<file path="src/rtl/iomem_gpio_pkg.sv">
// Shared constants for the iomem GPIO block: register word offsets, default
// decode base and the interrupt-polarity reset value.
package iomem_gpio_pkg;

    localparam logic [7:0] GPIO_DEFAULT_BASE = 8'h03;

    // Register selectors as word indices, compared against iomem_addr[7:2]
    localparam logic [5:0] GPIO_REG_DATA_OUT   = 6'd0;
    localparam logic [5:0] GPIO_REG_DIR        = 6'd1;
    localparam logic [5:0] GPIO_REG_DATA_IN    = 6'd2;
    localparam logic [5:0] GPIO_REG_IRQ_EN     = 6'd3;
    localparam logic [5:0] GPIO_REG_IRQ_POL    = 6'd4;
    localparam logic [5:0] GPIO_REG_IRQ_STATUS = 6'd5;

    localparam logic [31:0] GPIO_IRQ_POL_RESET = 32'hFFFF_FFFF;

    function automatic logic [31:0] byte_mask(input logic [3:0] wstrb);
        return {{8{wstrb[3]}}, {8{wstrb[2]}}, {8{wstrb[1]}}, {8{wstrb[0]}}};
    endfunction

endpackage

</file>
<file path="src/rtl/gpio_sync_edge.sv">
// Per-pin two-flop synchroniser; with IOMEM_GPIO_IRQ_EN defined it adds a
// history flop and a polarity-selected edge event vector.
module gpio_sync_edge #(
    parameter int NGPIO = 32
) (
    input  logic             clk,
    input  logic             resetn,
    input  logic [NGPIO-1:0] pins,
    output logic [NGPIO-1:0] level
`ifdef IOMEM_GPIO_IRQ_EN
    ,
    input  logic [NGPIO-1:0] pol,
    output logic [NGPIO-1:0] events
`endif
);

    logic [NGPIO-1:0] s1_r;
    logic [NGPIO-1:0] s2_r;

    // Metastability filter on the asynchronous pin inputs
    always_ff @(posedge clk) begin
        if (!resetn) begin
            s1_r <= {NGPIO{1'b0}};
            s2_r <= {NGPIO{1'b0}};
        end else begin
            s1_r <= pins;
            s2_r <= s1_r;
        end
    end

    assign level = s2_r;

`ifdef IOMEM_GPIO_IRQ_EN
    logic [NGPIO-1:0] prev_r;

    // History of the synchronised level, one cycle behind s2
    always_ff @(posedge clk) begin
        if (!resetn) begin
            prev_r <= {NGPIO{1'b0}};
        end else begin
            prev_r <= s2_r;
        end
    end

    // pol=1 selects rising edges, pol=0 falling edges
    assign events = (pol & s2_r & ~prev_r) | (~pol & ~s2_r & prev_r);
`endif

endmodule

</file>
<file path="src/rtl/iomem_gpio.sv">
// NGPIO-pin GPIO peripheral on the PicoSoC iomem bus. Edge-detect interrupt
// registers are built only when IOMEM_GPIO_IRQ_EN is defined.
module iomem_gpio
    import iomem_gpio_pkg::*;
#(
    parameter int         NGPIO     = 32,
    parameter logic [7:0] BASE_ADDR = GPIO_DEFAULT_BASE
) (
    input  logic             clk,
    input  logic             resetn,
    input  logic             iomem_valid,
    output logic             iomem_ready,
    input  logic [3:0]       iomem_wstrb,
    input  logic [31:0]      iomem_addr,
    input  logic [31:0]      iomem_wdata,
    output logic [31:0]      iomem_rdata,
    output logic [NGPIO-1:0] gpio_o,
    output logic [NGPIO-1:0] gpio_oe,
    input  logic [NGPIO-1:0] gpio_i,
    output logic             irq
);

    logic             ready_r;
    logic [31:0]      rdata_r;
    logic             accept_s;
    logic             wr_s;
    logic [5:0]       sel_s;
    logic [31:0]      wmask_full_s;
    logic [NGPIO-1:0] wmask_s;
    logic [NGPIO-1:0] wbits_s;
    logic [NGPIO-1:0] out_r;
    logic [NGPIO-1:0] dir_r;
    logic [NGPIO-1:0] level_s;
    logic [31:0]      rd_s;
    logic             unused_s;

    // The !ready_r term limits the bus to one access every two cycles
    assign accept_s     = iomem_valid && !ready_r && (iomem_addr[31:24] == BASE_ADDR);
    assign wr_s         = accept_s && (iomem_wstrb != 4'b0000);
    assign sel_s        = iomem_addr[7:2];
    assign wmask_full_s = byte_mask(iomem_wstrb);
    assign wmask_s      = wmask_full_s[NGPIO-1:0];
    assign wbits_s      = iomem_wdata[NGPIO-1:0] & wmask_s;
    assign unused_s     = ^{iomem_addr[23:8], iomem_addr[1:0], iomem_wdata, wmask_full_s};

`ifdef IOMEM_GPIO_IRQ_EN
    logic [NGPIO-1:0] en_r;
    logic [NGPIO-1:0] pol_r;
    logic [NGPIO-1:0] status_r;
    logic [NGPIO-1:0] events_s;
    logic [NGPIO-1:0] clr_s;

    gpio_sync_edge #(.NGPIO(NGPIO)) u_sync (
        .clk    (clk),
        .resetn (resetn),
        .pins   (gpio_i),
        .level  (level_s),
        .pol    (pol_r),
        .events (events_s)
    );

    assign clr_s = (wr_s && (sel_s == GPIO_REG_IRQ_STATUS)) ? wbits_s : {NGPIO{1'b0}};

    // Interrupt control registers; a set in the same cycle as a clear wins
    always_ff @(posedge clk) begin
        if (!resetn) begin
            en_r     <= {NGPIO{1'b0}};
            pol_r    <= GPIO_IRQ_POL_RESET[NGPIO-1:0];
            status_r <= {NGPIO{1'b0}};
        end else begin
            if (wr_s && (sel_s == GPIO_REG_IRQ_EN)) begin
                en_r <= (en_r & ~wmask_s) | wbits_s;
            end
            if (wr_s && (sel_s == GPIO_REG_IRQ_POL)) begin
                pol_r <= (pol_r & ~wmask_s) | wbits_s;
            end
            status_r <= (status_r & ~clr_s) | (events_s & en_r);
        end
    end

    assign irq = |(status_r & en_r);
`else
    gpio_sync_edge #(.NGPIO(NGPIO)) u_sync (
        .clk    (clk),
        .resetn (resetn),
        .pins   (gpio_i),
        .level  (level_s)
    );

    assign irq = 1'b0;
`endif

    // Pin output value and direction registers
    always_ff @(posedge clk) begin
        if (!resetn) begin
            out_r <= {NGPIO{1'b0}};
            dir_r <= {NGPIO{1'b0}};
        end else begin
            if (wr_s && (sel_s == GPIO_REG_DATA_OUT)) begin
                out_r <= (out_r & ~wmask_s) | wbits_s;
            end
            if (wr_s && (sel_s == GPIO_REG_DIR)) begin
                dir_r <= (dir_r & ~wmask_s) | wbits_s;
            end
        end
    end

    // Read mux over pre-write register values; unimplemented bits read 0
    always_comb begin
        rd_s = 32'd0;
        case (sel_s)
            GPIO_REG_DATA_OUT:   rd_s[NGPIO-1:0] = out_r;
            GPIO_REG_DIR:        rd_s[NGPIO-1:0] = dir_r;
            GPIO_REG_DATA_IN:    rd_s[NGPIO-1:0] = level_s;
`ifdef IOMEM_GPIO_IRQ_EN
            GPIO_REG_IRQ_EN:     rd_s[NGPIO-1:0] = en_r;
            GPIO_REG_IRQ_POL:    rd_s[NGPIO-1:0] = pol_r;
            GPIO_REG_IRQ_STATUS: rd_s[NGPIO-1:0] = status_r;
`endif
            default:             rd_s = 32'd0;
        endcase
    end

    // One-cycle ready pulse; rdata is zero outside it so peripherals can be ORed
    always_ff @(posedge clk) begin
        if (!resetn) begin
            ready_r <= 1'b0;
            rdata_r <= 32'd0;
        end else if (accept_s) begin
            ready_r <= 1'b1;
            rdata_r <= rd_s;
        end else begin
            ready_r <= 1'b0;
            rdata_r <= 32'd0;
        end
    end

    assign iomem_ready = ready_r;
    assign iomem_rdata = rdata_r;
    assign gpio_o      = out_r;
    assign gpio_oe     = dir_r;

endmodule

</file>
<file path="config.mk">
export PLATFORM = sky130hd
export DESIGN_NAME = iomem_gpio
export DESIGN_NICKNAME = d
export VERILOG_FILES = /design/src/rtl/iomem_gpio_pkg.sv /design/src/rtl/gpio_sync_edge.sv /design/src/rtl/iomem_gpio.sv
export SDC_FILE = /design/constraint.sdc
export NUM_CORES = 1
export LEC_CHECK = 0
export BUFFER_PORTS_ARGS = -buffer_cell sky130_fd_sc_hd__buf_2
export CORE_MARGIN = 5
export CORE_UTILIZATION = 44
export CTS_CLUSTER_DIAMETER = 40
export CTS_CLUSTER_SIZE = 12
export DETAILED_ROUTE_END_ITERATION = 6
export PLACE_DENSITY = 0.75
export SLEW_MARGIN = 10
export SYNTH_ARGS = -nofsm -noshare
export SYNTH_HDL_FRONTEND = slang
export SYNTH_SLANG_ARGS = --single-unit
</file>
<file path="constraint.sdc">
create_clock -name clk -period 1.3 [get_ports clk]
set_clock_uncertainty 0.1 [all_clocks]
set_input_delay 0.065 -clock clk [delete_from_list [all_inputs] [get_ports clk]]
set_output_delay 0.065 -clock clk [all_outputs]
set_load 0.1 [all_outputs]
</file>
==> run metrics, run 1 <==
Post-synth top cells 161 x dfxtp_1, 101 x nand2_1, 64 x and2_1, 64 x mux2i_1, 34 x nor2_1; Yosys top cell area share 57.4%; Leak 3.64 nW; Critical Path Source Type flip-flop; Synth area leader dfxtp_1; Iteration-0 DRC Markers 388; initial antenna violation count 1; post-layout min period 1620 ps; Final Hold Fails 0; Die X 123 um; Net count, final 870; synthesis warning total 0; syn_area_per_cell 11.0 sq um; gp weighted congestion 0.759; CP max-delay cell and4b_2; max incr delay on CP 370 ps; Final Core Density 67.3%; Final ANT Viol Nets 0; failing checks negative setup slack; # rows 41; area of the multi-input gates 2220 sq um; Worst EP arrival 1840 ps; Syn-to-layout area delta 50.7%; final period utilization 124%; number of synthesized flops with an enable pin 0; Sink Count 161; endpoint type of the worst setup path flip-flop; largest net degree at the start of global routing 73; Final setup viols 97; worst hold slack 33.8 ps; vias per inst 5.03; H-tree depth 4; port bufs 181; I/O pin total 201; overall die area 15100 sq um; Yosys reg bits 161; Non-Filler Instances 954; DRT Pass-1 Iters 7; gr usage total 22.3%; outcome complete, but fails checks; Root Buffer clkbuf_16; clock latency on the worst-skew pair 420 ps; post-synthesis sequential area ratio 57.4%; first-pass GRT wire length 25.8 mm; Vias 4799; Top FF cell, synth dfxtp_1; Storage cell area 3230 sq um; critical path's top delay family simple AND/OR/NAND/NOR gates; min-delay src resetn; syn nets 612; CTS Buf Count 17; PwrDens 1250 nW/um^2; vias in the first global route 5230; Max VDD drop 1330 uV; Synth async-reset ratio 0%; crit path cell chain and4b_2 -> nand2_2 -> buf_6 -> nor2_8 -> mux2i_2; Peak Freq 619 MHz; placed cells 856; Core ar. 12600 sq um; Clock Path Buffers 2; Final WS setup -316 ps; kind of critical path reg2reg; chip height 123 um; RSZ-0062 raised after global routing true; type of the tightest min-delay check in2reg; most frequent cell after synthesis dfxtp_1; share of cells above drive strength 1 33.1%; CP Max Fanout 8; Pins Over Slew Limit 0; Buffers & Inverters on Critical Path 1; DRT Wirelength 16.7 mm; drc violations 0; CTS tree yes; Synth cell types 24; max cap viols 0; crit path launch iomem_ready; Reg clk slew, reported paths 60 ps; Fillers 870; worst r2r src iomem_ready; Area contributors post-synth dfxtp_1 57%, mux2i_1 11%, and2_1 7.1%, nand2_1 6.8%, a222oi_1 5.7%; WP data required 1530 ps; DP Wirelength 10.2 mm; Initial Util 44.7%; WL per Instance 17.5 um; Cells after Synth 509; synthesized area 5620 sq um; Remaining Overflow, GRT 0
[per-stage QoR]
stage          area, sq um  power (mW)  setup TNS (ps)  worst slack, ps
2_1_floorplan         5630        5.35          -25950             -294
3_3_place_gp          6850        5.54          -25540             -321
3_5_place_dp          6850        5.56          -29270             -407
4_1_cts               8340        10.6          -19920             -269
5_1_grt               8460        10.9          -28250             -369
6_report              8460        10.6          -22290             -316
[power breakdown]
part	total, mW	leakage [nW]	internal (mW)	switching (mW)
sequential	5.05	1.31	5.02	0.0217
clock	4.96	0.274	3.07	1.89
combinational	0.574	2.05	0.317	0.257
[tightest hold or removal path, delay by kind of cell]
kind	cells	cell delay, ps
AND/OR/NAND/NOR	1	180
buffers and inverters	2	270
[what timing repair did]
action | in CTS | in global routing
endpoints found under the setup margin | 189 | 127
pin swaps | 6 | 4
resized for setup | 101 | 33
setup buffers | 0 | 0
hold endpoints to repair | 96 | 0
hold buffers | 64 | 0
[final cells by class]
class	count	area share [%]
antenna	2	0.0591
clock buffer	23	5.41
clock inverter	9	1.55
multi-input combinational	316	26.2
sequential	161	38.1
tap	172	2.54
timing repair buffer	271	26.1
[layer usage]
layer | up-vias | share of wire, % | GRT usage [%]
met4 | 0 | 3.6 | 12.5
met5 | - | 0 | 0
li1 | 2261 | - | -
met2 | 225 | 53 | 39.5
met1 | 2259 | 36 | 23.6
met3 | 54 | 7.6 | 6.31
[path summary, 6_finish.rpt]
kind	end	slack, ps	cells past startpoint
max reg2reg	flip-flop	-320	5
max	flip-flop	-320	5
min reg2reg	u_sync.level[13]	330	1
min	iomem_ready	30	3
[cells by family after synthesis]
group	count (synthesis)	synth area share (%)
AO/OA/AOI/OAI	33	5.79
flip-flops	161	57.4
other	1	0.0668
multiplexers	64	11.4
AND/OR/NAND/NOR	218	21.8
buffers and inverters	32	3.54
[placed cells by master, fill, tap and decap left out, types with 3 or more instances in the layout]
cell type / synthesis / final
buf_12: 0 / 7
nor2_8: 8 / 8
clkbuf_1: 16 / 5
clkinvlp_4: 0 / 4
nand2_1: 101 / 98
bufinv_16: 0 / 3
a222oi_1: 32 / 32
mux2i_1: 64 / 61
buf_6: 7 / 36
nand2_2: 0 / 3
dlygate4sd3_1: 0 / 64
buf_4: 1 / 80
nor2_1: 34 / 34
buf_2: 4 / 84
dfxtp_1: 161 / 159
mux2i_2: 0 / 3
and2_1: 64 / 65
clkbuf_16: 0 / 17
Power figures use the tool's default switching activity.
==> run 2: changes to the inputs <==
- CORE_MARGIN: 5 -> 2
- RECOVER_POWER: unset -> 50
==> run metrics, run 2 (synthesis results as in run 1) <==
commonest non-fill, non-tap cell in the layout dfxtp_1; Critical Path Source Type flip-flop; Final Hold Fails 0; Syn-to-layout area delta 52.3%; CP max-delay cell and4b_2; DRT Pass-1 Iters 7; clock latency on the worst-skew pair 420 ps; DRT Wirelength 15.9 mm; Peak Freq 637 MHz; Final ANT Viol Nets 0; port bufs 181; vias in the first global route 4874; Initial Util 44.9%; Net count, final 873; post-layout min period 1570 ps; Remaining Overflow, GRT 0; I/O pin total 201; drc violations 0; placed cells 855; setup slack at placement -362 ps; CTS Buf Count 17; endpoint type of the worst setup path flip-flop; Die X 117 um; max cap viols 0; RSZ-0062 raised after global routing true; gr usage total 23.3%; WP data required 1530 ps; Core ar. 12500 sq um; design area 8550 sq um; Pins Over Slew Limit 0; Reg clk slew, reported paths 60 ps; Clock Path Buffers 2; Root Buffer clkbuf_16; vias per inst 4.97; CP Max Fanout 8; max incr delay on CP 360 ps; initial antenna violation count 0; Worst EP arrival 1810 ps; share of cells above drive strength 1 33.3%; CTS tree yes; chip height 117 um; PwrDens 1280 nW/um^2; largest net degree at the start of global routing 67; type of the tightest min-delay check in2reg; DP Wirelength 9.70 mm; outcome complete, but fails checks; first-pass GRT wire length 24.2 mm; Vias 4737; gp weighted congestion 0.773; H-tree depth 4; commonest non-fill, non-tap cells in the layout 159 x dfxtp_1, 99 x nand2_1, 84 x buf_2; crit path cell chain and4b_2 -> nand2_2 -> buf_6 -> nor2_8 -> mux2i_2; Area after DPL 6890 sq um; Leak 3.67 nW; Final Core Density 68.3%; kind of critical path reg2reg; failing checks negative setup slack; n_diodes 0; Max VDD drop 732 uV; Non-Filler Instances 953; Final WS setup -271 ps; WL per Instance 16.7 um; overall die area 13700 sq um; final period utilization 121%; Fillers 890; # rows 41; Final setup viols 97; Iteration-0 DRC Markers 424; Sink Count 161
-- run 2: cell types whose count changed in the layout (fill, tap and decap cells not counted), moves of 4 or more --
cell / delta
and2_1: -29
clkbuf_4: +11
clkbuf_1: -4
and2_0: +29
buf_6: -14
buf_12: +6
-- run 2: timing repair --
item,4_1_cts,5_1_grt
resized for setup,99,19
pin swaps,5,0
hold buffers,64,0
setup endpoints to repair,190,114
hold endpoints to repair,96,0
setup buffers,2,2
-- run 2: worst paths after layout --
path	start	to	slack, ps	cells past startpoint
setup / recovery	iomem_ready	flip-flop	-270	5
hold / removal	resetn	iomem_ready	30	3
setup reg to reg	iomem_ready	flip-flop	-270	5
hold reg to reg	u_sync.s1_r[27]	u_sync.level[27]	330	1
-- run 2: critical path, delay by kind of cell, from the launching register on --
family / cells / cell delay, ps
flip-flops: 1 / 340
buffers and inverters: 1 / 140
AND/OR/NAND/NOR: 3 / 650
multiplexers: 1 / 260
-- run 2: routing by layer --
layer,vias up,part of all wire (%),global-route usage [%]
met1,2248,38,25.2
li1,2252,-,-
met5,-,0,0
met2,206,53,41.8
met3,31,7.2,6.90
met4,0,2.1,11.0
-- run 2: stage by stage --
| step | hold slack [ps] | total power [mW] | setup TNS [ps] |
|---|---|---|---|
| after floorplan | 92.3 | 5.35 | -25950 |
| after global placement | 175 | 5.54 | -25920 |
| after detailed placement | 175 | 5.56 | -29400 |
| after CTS | 13.7 | 11.0 | -19680 |
| after global routing | 31.4 | 11.3 | -26440 |
| final | 27.2 | 11.0 | -19540 |
-- run 2: area by class of cell --
cell class | count | area, sq um | share of cell area, %
repair buffers | 274 | 2250 | 26.3
clock inverters | 8 | 149 | 1.74
well taps | 172 | 215 | 2.52
flip-flops and latches | 161 | 3230 | 37.8
clock buffers | 22 | 495 | 5.80
multi-input cells | 316 | 2210 | 25.8
-- run 2: power breakdown --
part | internal, mW | leakage (nW) | switching, mW
combinational | 0.315 | 2.05 | 0.255
clock | 3.46 | 0.310 | 1.89
sequential | 5.02 | 1.31 | 0.0225
total | 8.80 | 3.67 | 2.17
==> run 3: changes to the inputs <==
- CORE_UTILIZATION: 44 -> 49
- PLACE_DENSITY: 0.75 -> 0.79
- clock period: 1.3 -> 1.7 ns (I/O delays scaled with it)
==> run metrics, run 3 (synthesis results as in run 1) <==
outcome complete, but fails checks; failing checks design-rule violations; worst-margin pin slew 573 ps; WP data required 1910 ps; Fillers 820; R2R setup slack 50 ps; CTS tree yes; max cap viols 0; I/O pin total 201; Clock Path Buffers 2; vias per inst 5.10; placed cells 821; CTS Buf Count 17; Syn-to-layout area delta 42.0%; critical path's top delay family simple AND/OR/NAND/NOR gates; DP Wirelength 9.47 mm; vias in the first global route 4831; Iteration-0 DRC Markers 495; area of the multi-input gates 2210 sq um; Critical Path Source Type flip-flop; largest net degree at the start of global routing 97; commonest non-fill, non-tap cell in the layout dfxtp_1; Final setup viols 0; endpoint type of the worst setup path flip-flop; max incr delay on CP 380 ps; hold path depth 4; Non-Filler Instances 922; CP Max Fanout 8; gr usage total 24.3%; overall die area 12300 sq um; Net count, final 868; PwrDens 996 nW/um^2; Peak Freq 605 MHz; H-tree depth 4; Remaining Overflow, GRT 0; Storage cell area 3230 sq um; worst r2r src iomem_ready; setup slack at placement 0.715 ps; Max VDD drop 598 uV; Reg clk slew, reported paths 60 ps; gp weighted congestion 0.790; drc violations 22; type of the tightest min-delay check in2reg; Final WS setup 47.7 ps; Root Buffer clkbuf_16; Sink Count 161; Pins Over Slew Limit 0; design area 7970 sq um; kind of critical path reg2reg; DRT Wirelength 14.9 mm; Leak 3.54 nW; FF-to-FF path depth 4; port bufs 181; # rows 39; Buffers & Inverters on Critical Path 0; post-layout min period 1650 ps; chip height 111 um; Worst EP arrival 1860 ps; crit path launch iomem_ready; share of cells above drive strength 1 32.8%; Final Hold Fails 0; CP max-delay cell and4b_2; WL per Instance 16.2 um; Max-slew headroom 62.0%; Die X 111 um; Final ANT Viol Nets 0; commonest non-fill, non-tap cells in the layout 160 x dfxtp_1, 117 x buf_2, 97 x nand2_1; final period utilization 97.2%; min-delay src iomem_wstrb[1]; first-pass GRT wire length 23.8 mm; Initial Util 49.6%; Vias 4700; Area after DPL 6690 sq um; RSZ-0062 raised after global routing false; Core ar. 11300 sq um; crit path cell chain and4b_2 -> nand2_2 -> nor2_8 -> mux2i_1; clock latency on the worst-skew pair 400 ps; DRT Pass-1 Iters 7; initial antenna violation count 2
## run 3: cell types whose count changed in the layout (fill, tap and decap cells not counted), sizes merged
cell / before / now
dlygate4sd3: 64 / 65
dlymetal6s4s: 0 / 1
diode: 0 / 2
clkinv: 1 / 7
buf: 199 / 140
bufinv: 4 / 2
clkbuf: 33 / 81
clkinvlp: 2 / 3
## run 3: how the worst max path moves through the flow
stage | to | slack (ps) | cells past startpoint
2_1_floorplan | iomem_rdata[10] | 70 | 5
3_3_place_gp | iomem_rdata[22] | 40 | 6
3_5_place_dp | flip-flop | 0.7 | 4
4_1_cts | flip-flop | -20 | 4
5_1_grt | flip-flop | 20 | 4
6_report | flip-flop | 50 | 4
## run 3: per-stage QoR
stage,hold slack [ps],TNS (ps),utilization (%),power [mW]
final,97.0,0,70.4,7.94
after global routing,101,0,70.4,8.20
after CTS,150,-60.8,70.3,7.98
after detailed placement,194,0,59.1,4.23
after global placement,191,0,59.1,4.22
after floorplan,112,0,-,4.09
## run 3: report_power, final
group / total [mW] / switching, mW / internal (mW)
clock network: 3.67 / 1.47 / 2.19
logic: 0.418 / 0.189 / 0.229
registers: 3.86 / 0.0164 / 3.84
total: 7.94 / 1.68 / 6.26
## run 3: metal layers
metal / GRT usage (%) / up-vias / part of all wire (%)
li1: - / 2252 / -
met1: 27.7 / 2200 / 40
met2: 42.4 / 211 / 50
met3: 7.11 / 37 / 7.1
met4: 10.5 / 0 / 2.6
met5: 0 / - / 0
## run 3: timing repair
action	CTS	global route
hold buffers	66	0
gates resized for setup	0	6
gates cloned	0	0
endpoints found under the setup margin	6	64
endpoints found under the hold margin	99	0
pin swaps	2	1
buffers inserted	2	0
## run 3: final cells by class
cell class                 instances  area share (%)
antenna                            2          0.0628
clock buffer                      18            5.51
clock inverter                    13            1.73
multi-input combinational        316            27.7
sequential                       161            40.5
tap                              143            2.24
timing repair buffer             269            22.3
## run 3: worst min-delay path, cell delays in order
cell and delay (ps):
buf_2 100, nand2_2 160, nor2_8 90, mux2i_1 120
